===== src/rtl/coin_payment_unit.sv =====
// Payment stage of the coffee machine: collects coins against the latched drink
// cost, holds paid until serving finishes, then returns change one unit per clock.
module coin_payment_unit #(
  parameter int unsigned COST_W    = 3,
  parameter int unsigned AMT_W     = 4,
  parameter int unsigned MAX_AMT   = 15,
  parameter int unsigned COIN0_VAL = 1,
  parameter int unsigned COIN1_VAL = 2,
  parameter int unsigned COIN2_VAL = 5,
  parameter int unsigned COIN3_VAL = 10
) (
  input  logic              clk,
  input  logic              rst,
  input  logic              sel_valid,
  input  logic [COST_W-1:0] cost,
  input  logic              coin_valid,
  input  logic [1:0]        coin_type,
  input  logic              cancel,
  input  logic              serve_done,
  output logic [AMT_W-1:0]  amount,
  output logic              paid,
  output logic              change_pulse,
  output logic              coin_reject,
  output logic              busy
);

  typedef enum logic [1:0] {IDLE, COLLECT, PAID, REFUND} state_t;

  state_t            state;
  logic [COST_W-1:0] cost_reg;
  logic [AMT_W:0]    coin_val;
  logic [AMT_W:0]    sum;
  logic [AMT_W-1:0]  cost_ext;
  logic [AMT_W-1:0]  diff;

  always_comb begin
    coin_val = '0;
    case (coin_type)
      2'd0:    coin_val = (AMT_W+1)'(COIN0_VAL);
      2'd1:    coin_val = (AMT_W+1)'(COIN1_VAL);
      2'd2:    coin_val = (AMT_W+1)'(COIN2_VAL);
      default: coin_val = (AMT_W+1)'(COIN3_VAL);
    endcase
    // One extra bit so an overflowing coin is detectable instead of wrapping
    sum      = {1'b0, amount} + coin_val;
    cost_ext = AMT_W'(cost_reg);
    diff     = amount - cost_ext;
  end

  always_ff @(posedge clk) begin
    if (rst) begin
      state        <= IDLE;
      amount       <= '0;
      cost_reg     <= '0;
      paid         <= 1'b0;
      change_pulse <= 1'b0;
      coin_reject  <= 1'b0;
      busy         <= 1'b0;
    end else begin
      change_pulse <= 1'b0;
      coin_reject  <= 1'b0;
      case (state)
        IDLE: begin
          coin_reject <= coin_valid;
          if (sel_valid && cost != '0) begin
            cost_reg <= cost;
            state    <= COLLECT;
            busy     <= 1'b1;
          end
        end
        COLLECT: begin
          if (cancel) begin
            coin_reject <= coin_valid;
            if (amount == '0) begin
              state <= IDLE;
              busy  <= 1'b0;
            end else begin
              state <= REFUND;
            end
          end else if (amount >= cost_ext) begin
            // Payment is judged on the registered amount, one cycle after the coin lands
            state       <= PAID;
            paid        <= 1'b1;
            coin_reject <= coin_valid;
          end else if (coin_valid) begin
            if (sum > (AMT_W+1)'(MAX_AMT)) coin_reject <= 1'b1;
            else                           amount      <= sum[AMT_W-1:0];
          end
        end
        PAID: begin
          coin_reject <= coin_valid;
          if (serve_done) begin
            amount <= diff;
            paid   <= 1'b0;
            if (diff != '0) begin
              state <= REFUND;
            end else begin
              state <= IDLE;
              busy  <= 1'b0;
            end
          end
        end
        default: begin
          coin_reject <= coin_valid;
          if (amount != '0) begin
            change_pulse <= 1'b1;
            amount       <= amount - 1'b1;
          end
          if (amount <= AMT_W'(1)) begin
            state <= IDLE;
            busy  <= 1'b0;
          end
        end
      endcase
    end
  end

endmodule


===== config.mk =====
export PLATFORM = sky130hd
export DESIGN_NAME = coin_payment_unit
export DESIGN_NICKNAME = d
export VERILOG_FILES = /design/src/rtl/coin_payment_unit.sv
export SDC_FILE = /design/constraint.sdc
export NUM_CORES = 1
export LEC_CHECK = 0
export ABC_AREA = 1
export BUFFER_PORTS_ARGS = -buffer_cell sky130_fd_sc_hd__buf_2
export CAP_MARGIN = 25
export CORE_MARGIN = 3
export CORE_UTILIZATION = 45
export DETAILED_ROUTE_END_ITERATION = 7
export GPL_TIMING_DRIVEN = 1
export PLACE_DENSITY = 0.69
export SLEW_MARGIN = 0
export SYNTH_ARGS = -nofsm -noshare
export SYNTH_HDL_FRONTEND = slang
export SYNTH_SLANG_ARGS = --single-unit

===== constraint.sdc =====
create_clock -name clk -period 2 [get_ports clk]
set_clock_uncertainty 0.1 [all_clocks]
set_input_delay 0.1 -clock clk [delete_from_list [all_inputs] [get_ports clk]]
set_output_delay 0.1 -clock clk [all_outputs]
set_load 0.05 [all_outputs]

== After elaboration in Yosys (flattened, before gate mapping) ==
Cells that the tools add are included.

* Add/sub/neg operators: 3
* Multiply operators: 0
* Div/mod/pow operators: 0
* Magnitude comparators: 3
* Equal/unequal tests: 15
* Shifts and indexed selects: 0
* Mux-type cells: 33
* Bitwise logic cells: 1
* Reduce and logical (&&, ||, !) cells: 16

{| class="wikitable"
|+ Operators with widths
! cell !! count
|-
| 2-to-1 mux 4 bit || 6
|-
| one-hot mux 4 bit (3 select lines) || 2
|-
| != test 2 bit, second input constant || 10
|-
| 2-to-1 mux 1 bit || 15
|-
| 2-to-1 mux 2 bit || 7
|-
| nonzero test 4 bit || 3
|-
| AND reduction 4 bit || 2
|-
| AND reduction 7 bit || 1
|-
| one-hot mux 2 bit (3 select lines) || 1
|-
| AND reduction 6 bit || 1
|-
| nonzero test 3 bit || 2
|-
| adder 4 x 5 -> 5 bit || 1
|-
| > comparator 5 x 4 -> 1 bit, second input constant || 1
|-
| == test 2 x 1 -> 1 bit, second input constant || 2
|-
| == test 2 bit, second input constant || 2
|-
| greater-or-equal comparator 4 x 3 -> 1 bit || 1
|-
| less-or-equal comparator 4 x 1 -> 1 bit, second input constant || 1
|-
| zero test 2 bit || 2
|-
| zero test 4 bit || 1
|-
| OR reduction 4 bit || 1
|-
| subtractor 4 x 1 -> 4 bit, second input constant || 1
|-
| subtractor 4 x 3 -> 4 bit || 1
|-
| != test 3 bit, second input constant || 1
|-
| one-hot mux 1 bit (3 select lines) || 1
|-
| other kinds (5) || 5
|}

* Register bits after elaboration: 13
* Latch bits: 0
* Memory bits (writable): 0
* Memory bits (read-only): 0
* Input bits: 11
* Output and inout bits: 8
* Word-level logic and storage cells: 78
* Memories: 0

== Longest topological paths before layout ==
* Depth in word-level cells: 9
* Mapped depth: 13
* Depth with buffers taken out: 13

== Least setup slack after synthesis ==
OpenSTA, ideal clock, no wires.

* Kind: register to register
* From: register amount[0]
* To: register busy
* Library setup time: 115 ps
* Arrival: 2116 ps
* Data required time: 1785 ps
* Slack: -331 ps
* Cell stages (with the launch flop): 13
* Buffers on the path: 0
* Period minus slack after synthesis: 2331 ps
* Path through: dfxtp_1 inv_1 ha_1 inv_1 fa_1 inv_1 a21oi_1 nor2_1 nand3_1 nor2_2 nand2_1 nand2_1 nor2_2

* Longest elaborated chain between the ends: 4
* Elaborated cells between the ends (all ways): 8
* Classes of those cells: add/sub: 1; order compare: 1; eq/ne: 2; reduce/logical: 4

{| class="wikitable"
|+ RTL lines
! what !! RTL line !! text
|-
| from (decl) || 20 || <nowiki>output logic [AMT_W-1:0] amount,</nowiki>
|-
| from (signal assigned) || 87 || <nowiki>else amount <= sum[AMT_W-1:0];</nowiki>
|-
| from (signal assigned) || 93 || <nowiki>amount <= diff;</nowiki>
|-
| from (signal assigned) || 107 || <nowiki>amount <= amount - 1'b1;</nowiki>
|-
| subtractor 4 x 3 -> 4 bit || 47 || <nowiki>diff = amount - cost_ext;</nowiki>
|-
| nonzero test 4 bit || 95 || <nowiki>if (diff != '0) begin</nowiki>
|-
| != test 2 bit (no line) || -- ||
|-
| AND reduction 6 bit (no line) (*) || -- ||
|-
| to (signal assigned) || 58 || <nowiki>busy <= 1'b0;</nowiki>
|-
| to (signal assigned) || 99 || <nowiki>busy <= 1'b0;</nowiki>
|-
| to (signal assigned) || 111 || <nowiki>busy <= 1'b0;</nowiki>
|-
| to (decl) || 24 || <nowiki>output logic busy</nowiki>
|}

Every way passes the cells marked *; elsewhere a longest branch is shown, timed or not.
A chain may end at the register's enable or synchronous reset.

== Final worst setup path ==
Ends and elaborated chain as after synthesis.

==> impl_metrics.json <==
{
  "rsz0062_at_grt": "true",
  "synth.ff_latch_count": 13,
  "syn_inst": 164,
  "timing.critical_path.to_type": "flip-flop",
  "worst_ep_arrival_time_ns": 2.01,
  "drc": 0,
  "most_common_cell_in_the_netlist": "nand2_1",
  "hold_viol": 1,
  "boundary_pins": 19,
  "hold_ws_ns": -0.00310,
  "drtAntennaViolNets": 0,
  "final_core_utilization": 0.595,
  "critical_path_peak_fanout": 6,
  "totalNegativeSetupSlack_ns": 0,
  "critical_path.max_stage_delay_ns": 0.43,
  "overflow": 0,
  "synth_seq_area_share": 0.226,
  "die-area_um2": 3210,
  "grt_start_max_net_pins": 9,
  "drt-initial-drc-count": 22,
  "path_buf_inv": 3,
  "first_global_vias": 1062,
  "r2r.worst_path.cells": 12,
  "result_of_the_run": "complete, but fails checks",
  "min_delay_worst_endpoint": "cost_reg[0]$_SDFFE_PP0P_",
  "synth_top_cells_by_area": "dfxtp_1 (23%), ha_1 (14%), nand2_1 (11%)",
  "clock_latency_ns": 0.29,
  "total_power_consumption_of_the_routed_design_mw": 2.34,
  "criticalPathCategory": "flip-flop to flip-flop",
  "synth_flop_cell": "dfxtp_1",
  "wl_mm": 2.78,
  "ir_worst_vdd_v": 0.000920,
  "numPlacedInstances": 210,
  "cp_top_family": "adder cells",
  "antenna_cells_inserted": 0,
  "path_clk_slew_ns": 0.09,
  "max-cap-violations": 0,
  "gr-usage-all-layers": 0.186,
  "tritoncts.num_buffers": 3,
  "timing.final.setup_violations": 0,
  "count_of_flip_flops_with_a_built_in_enable_after_synthesis": 0,
  "asyncSetResetFlopFracSynth": 0,
  "finalNonFillerCells": 218,
  "cts_tree": "yes",
  "cp-start-kind": "flip-flop",
  "synth_area_leader_cell": "dfxtp_1",
  "grt_antenna_before_repair": 0,
  "dr_total_vias": 1179,
  "die_h_um": 56.6,
  "final_min_period_over_clock_period": 0.956,
  "numClockSinks": 13,
  "endpoint_of_the_worst_slack_reg_to_reg_timing_path": "busy$_SDFFE_PP0P_",
  "max_clock_freq_mhz": 523,
  "grt_pass1_wl_mm": 4.73,
  "buffer_ports.inserted": 18,
  "gpl.final_weighted_congestion": 0.905,
  "violated_checks": "hold timing",
  "crit-reg2reg-launch": "amount[0]$_SDFFE_PP0P_",
  "core_area_um2": 2320,
  "worst_hold_path.num_cells": 3,
  "synth.net_count": 190,
  "synth_cell_types": 29,
  "core.rowCount": 17,
  "synth.yosys.warnings": 0,
  "cp_cell_instances": "inv_2 > ha_2 > inv_2 > fa_2 > inv_2 > a21oi_2 > nor2_2 > nand3_2 > nor2_2 > nand2_1 > nand2_1 > nor2_2",
  "leakage_nw": 0.681,
  "postSynthAreaPerCell_um2": 7.03,
  "largest_register_ffs": 4,
  "period_needed_ns": 1.91,
  "timing.slew.headroom": 0.721,
  "detail_route.vias_per_cell": 5.41,
  "hp-start": "cost[0]",
  "floorplan.initialDensity": 0.498,
  "final_max_slew_viol_count": 0,
  "floorplan.die.width_um": 56.6,
  "netlist.area_leader.share": 0.226,
  "cts_max_path_buffers": 2,
  "syn-cell-area_um2": 1150,
  "timing.reg2reg.setup_slack_ns": 0.09,
  "layout.nets": 217,
  "timing.critical_path.slowest_stage_cell": "fa_2",
  "post_drt_wl_per_cell_um": 12.7,
  "dp_hpwl_mm": 2.16,
  "timing.critical_path.required_ns": 2.09,
  "final_layout_size_suffix_gt1_frac": 0.300,
  "detailedRoute.firstPassIterationCount": 4,
  "powerDensity_nw_per_um2": 1690,
  "syn_to_final_growth_pct": 19.5,
  "synthTopCellsByCount": "nand2_1 (35), inv_1 (22), nand3_1 (14)",
  "worst_slew_pin_slew_ns": 0.408,
  "cts_root_buf": "clkbuf_4",
  "h_tree_depth": 1,
  "timing.hold.worst.class": "input pin to flip-flop"
}
## worst reg2reg max path, delay by kind of cell, from the launching register on
family	cells	cell delay (ns)
AO/OA/AOI/OAI	1	0.05
adder cells (fa/ha/maj)	2	0.60
buffers and inverters	3	0.18
flip-flops	1	0.38
AND/OR/NAND/NOR	6	0.50
## per-layer routing
metal  routed length [µm]  vias to the layer above  global-route usage  share of wire
met3                  146                        4              0.0437          0.053
li1                     -                      595                   -              -
met1                 1270                      548               0.239           0.46
met2                 1340                       32               0.307           0.48
met4                   25                        0              0.0542         0.0090
met5                    0                        -                   0              0
## report_power, final
group	switching, mW	total, mW	internal, mW
logic	1.10	1.72	0.614
clock network	0.101	0.179	0.0776
registers	0.0908	0.441	0.351
## final cells by class
| cell class | count | area [µm²] |
|---|---|---|
| multi-input cells | 127 | 825 |
| clock buffers | 4 | 26.3 |
| inverters | 23 | 91.3 |
| well taps | 28 | 35.0 |
| flip-flops and latches | 13 | 267 |
| repair buffers | 23 | 135 |
| fillers | 226 | 940 |
## kinds of logic (layout without fill, tap and decap cells)
family / count (synthesis) / in the layout / share of synthesized area
AO/OA/AOI/OAI: 34 / 34 / 0.174
AND/OR/NAND/NOR: 76 / 76 / 0.321
adder cells (fa/ha/maj): 15 / 15 / 0.176
XOR/XNOR: 2 / 2 / 0.0152
buffers and inverters: 24 / 50 / 0.0889
flip-flops: 13 / 13 / 0.226
## through the flow
step                cell area, µm²  worst slack, ns
finish                        1380           0.0877
global route                  1380          -0.0306
CTS                           1340           0.0202
detailed placement            1280           0.0268
global placement              1280           0.0734
floorplan                     1160           0.0146
## how the worst max path moves through the flow
stage | end | cells past startpoint | startpoint | slack (ns)
finish | busy$_SDFFE_PP0P_ | 12 | amount[0]$_SDFFE_PP0P_ | 0.09
global route | busy$_SDFFE_PP0P_ | 12 | amount[0]$_SDFFE_PP0P_ | -0.03
CTS | busy$_SDFFE_PP0P_ | 12 | amount[0]$_SDFFE_PP0P_ | 0.02
detailed placement | busy$_SDFFE_PP0P_ | 12 | amount[0]$_SDFFE_PP0P_ | 0.03
global placement | busy$_SDFFE_PP0P_ | 12 | amount[0]$_SDFFE_PP0P_ | 0.07
floorplan | amount[2]$_SDFFE_PP0P_ | 7 | amount[3]$_SDFFE_PP0P_ | 0.01
## cell usage in the layout, fill, tap and decap left out, drive strengths merged, types with 2 or more instances in the layout
cell type    count
nand3           15
clkbuf           4
nand4            3
dlygate4sd3      3
dfxtp           13
ha              13
a21oi           15
nor3             2
buf             20
nand2           36
nor2            18
fa               2
o21ai           15
inv             23
## timing repair
action / CTS / global route
setup buffers: 0 / 1
setup endpoints to repair: 0 / 8
hold buffers: 3 / 0
gates resized for setup: 0 / 15
endpoints found under the hold margin: 6 / 0
Note: power is estimated with default switching activity, not from simulation.
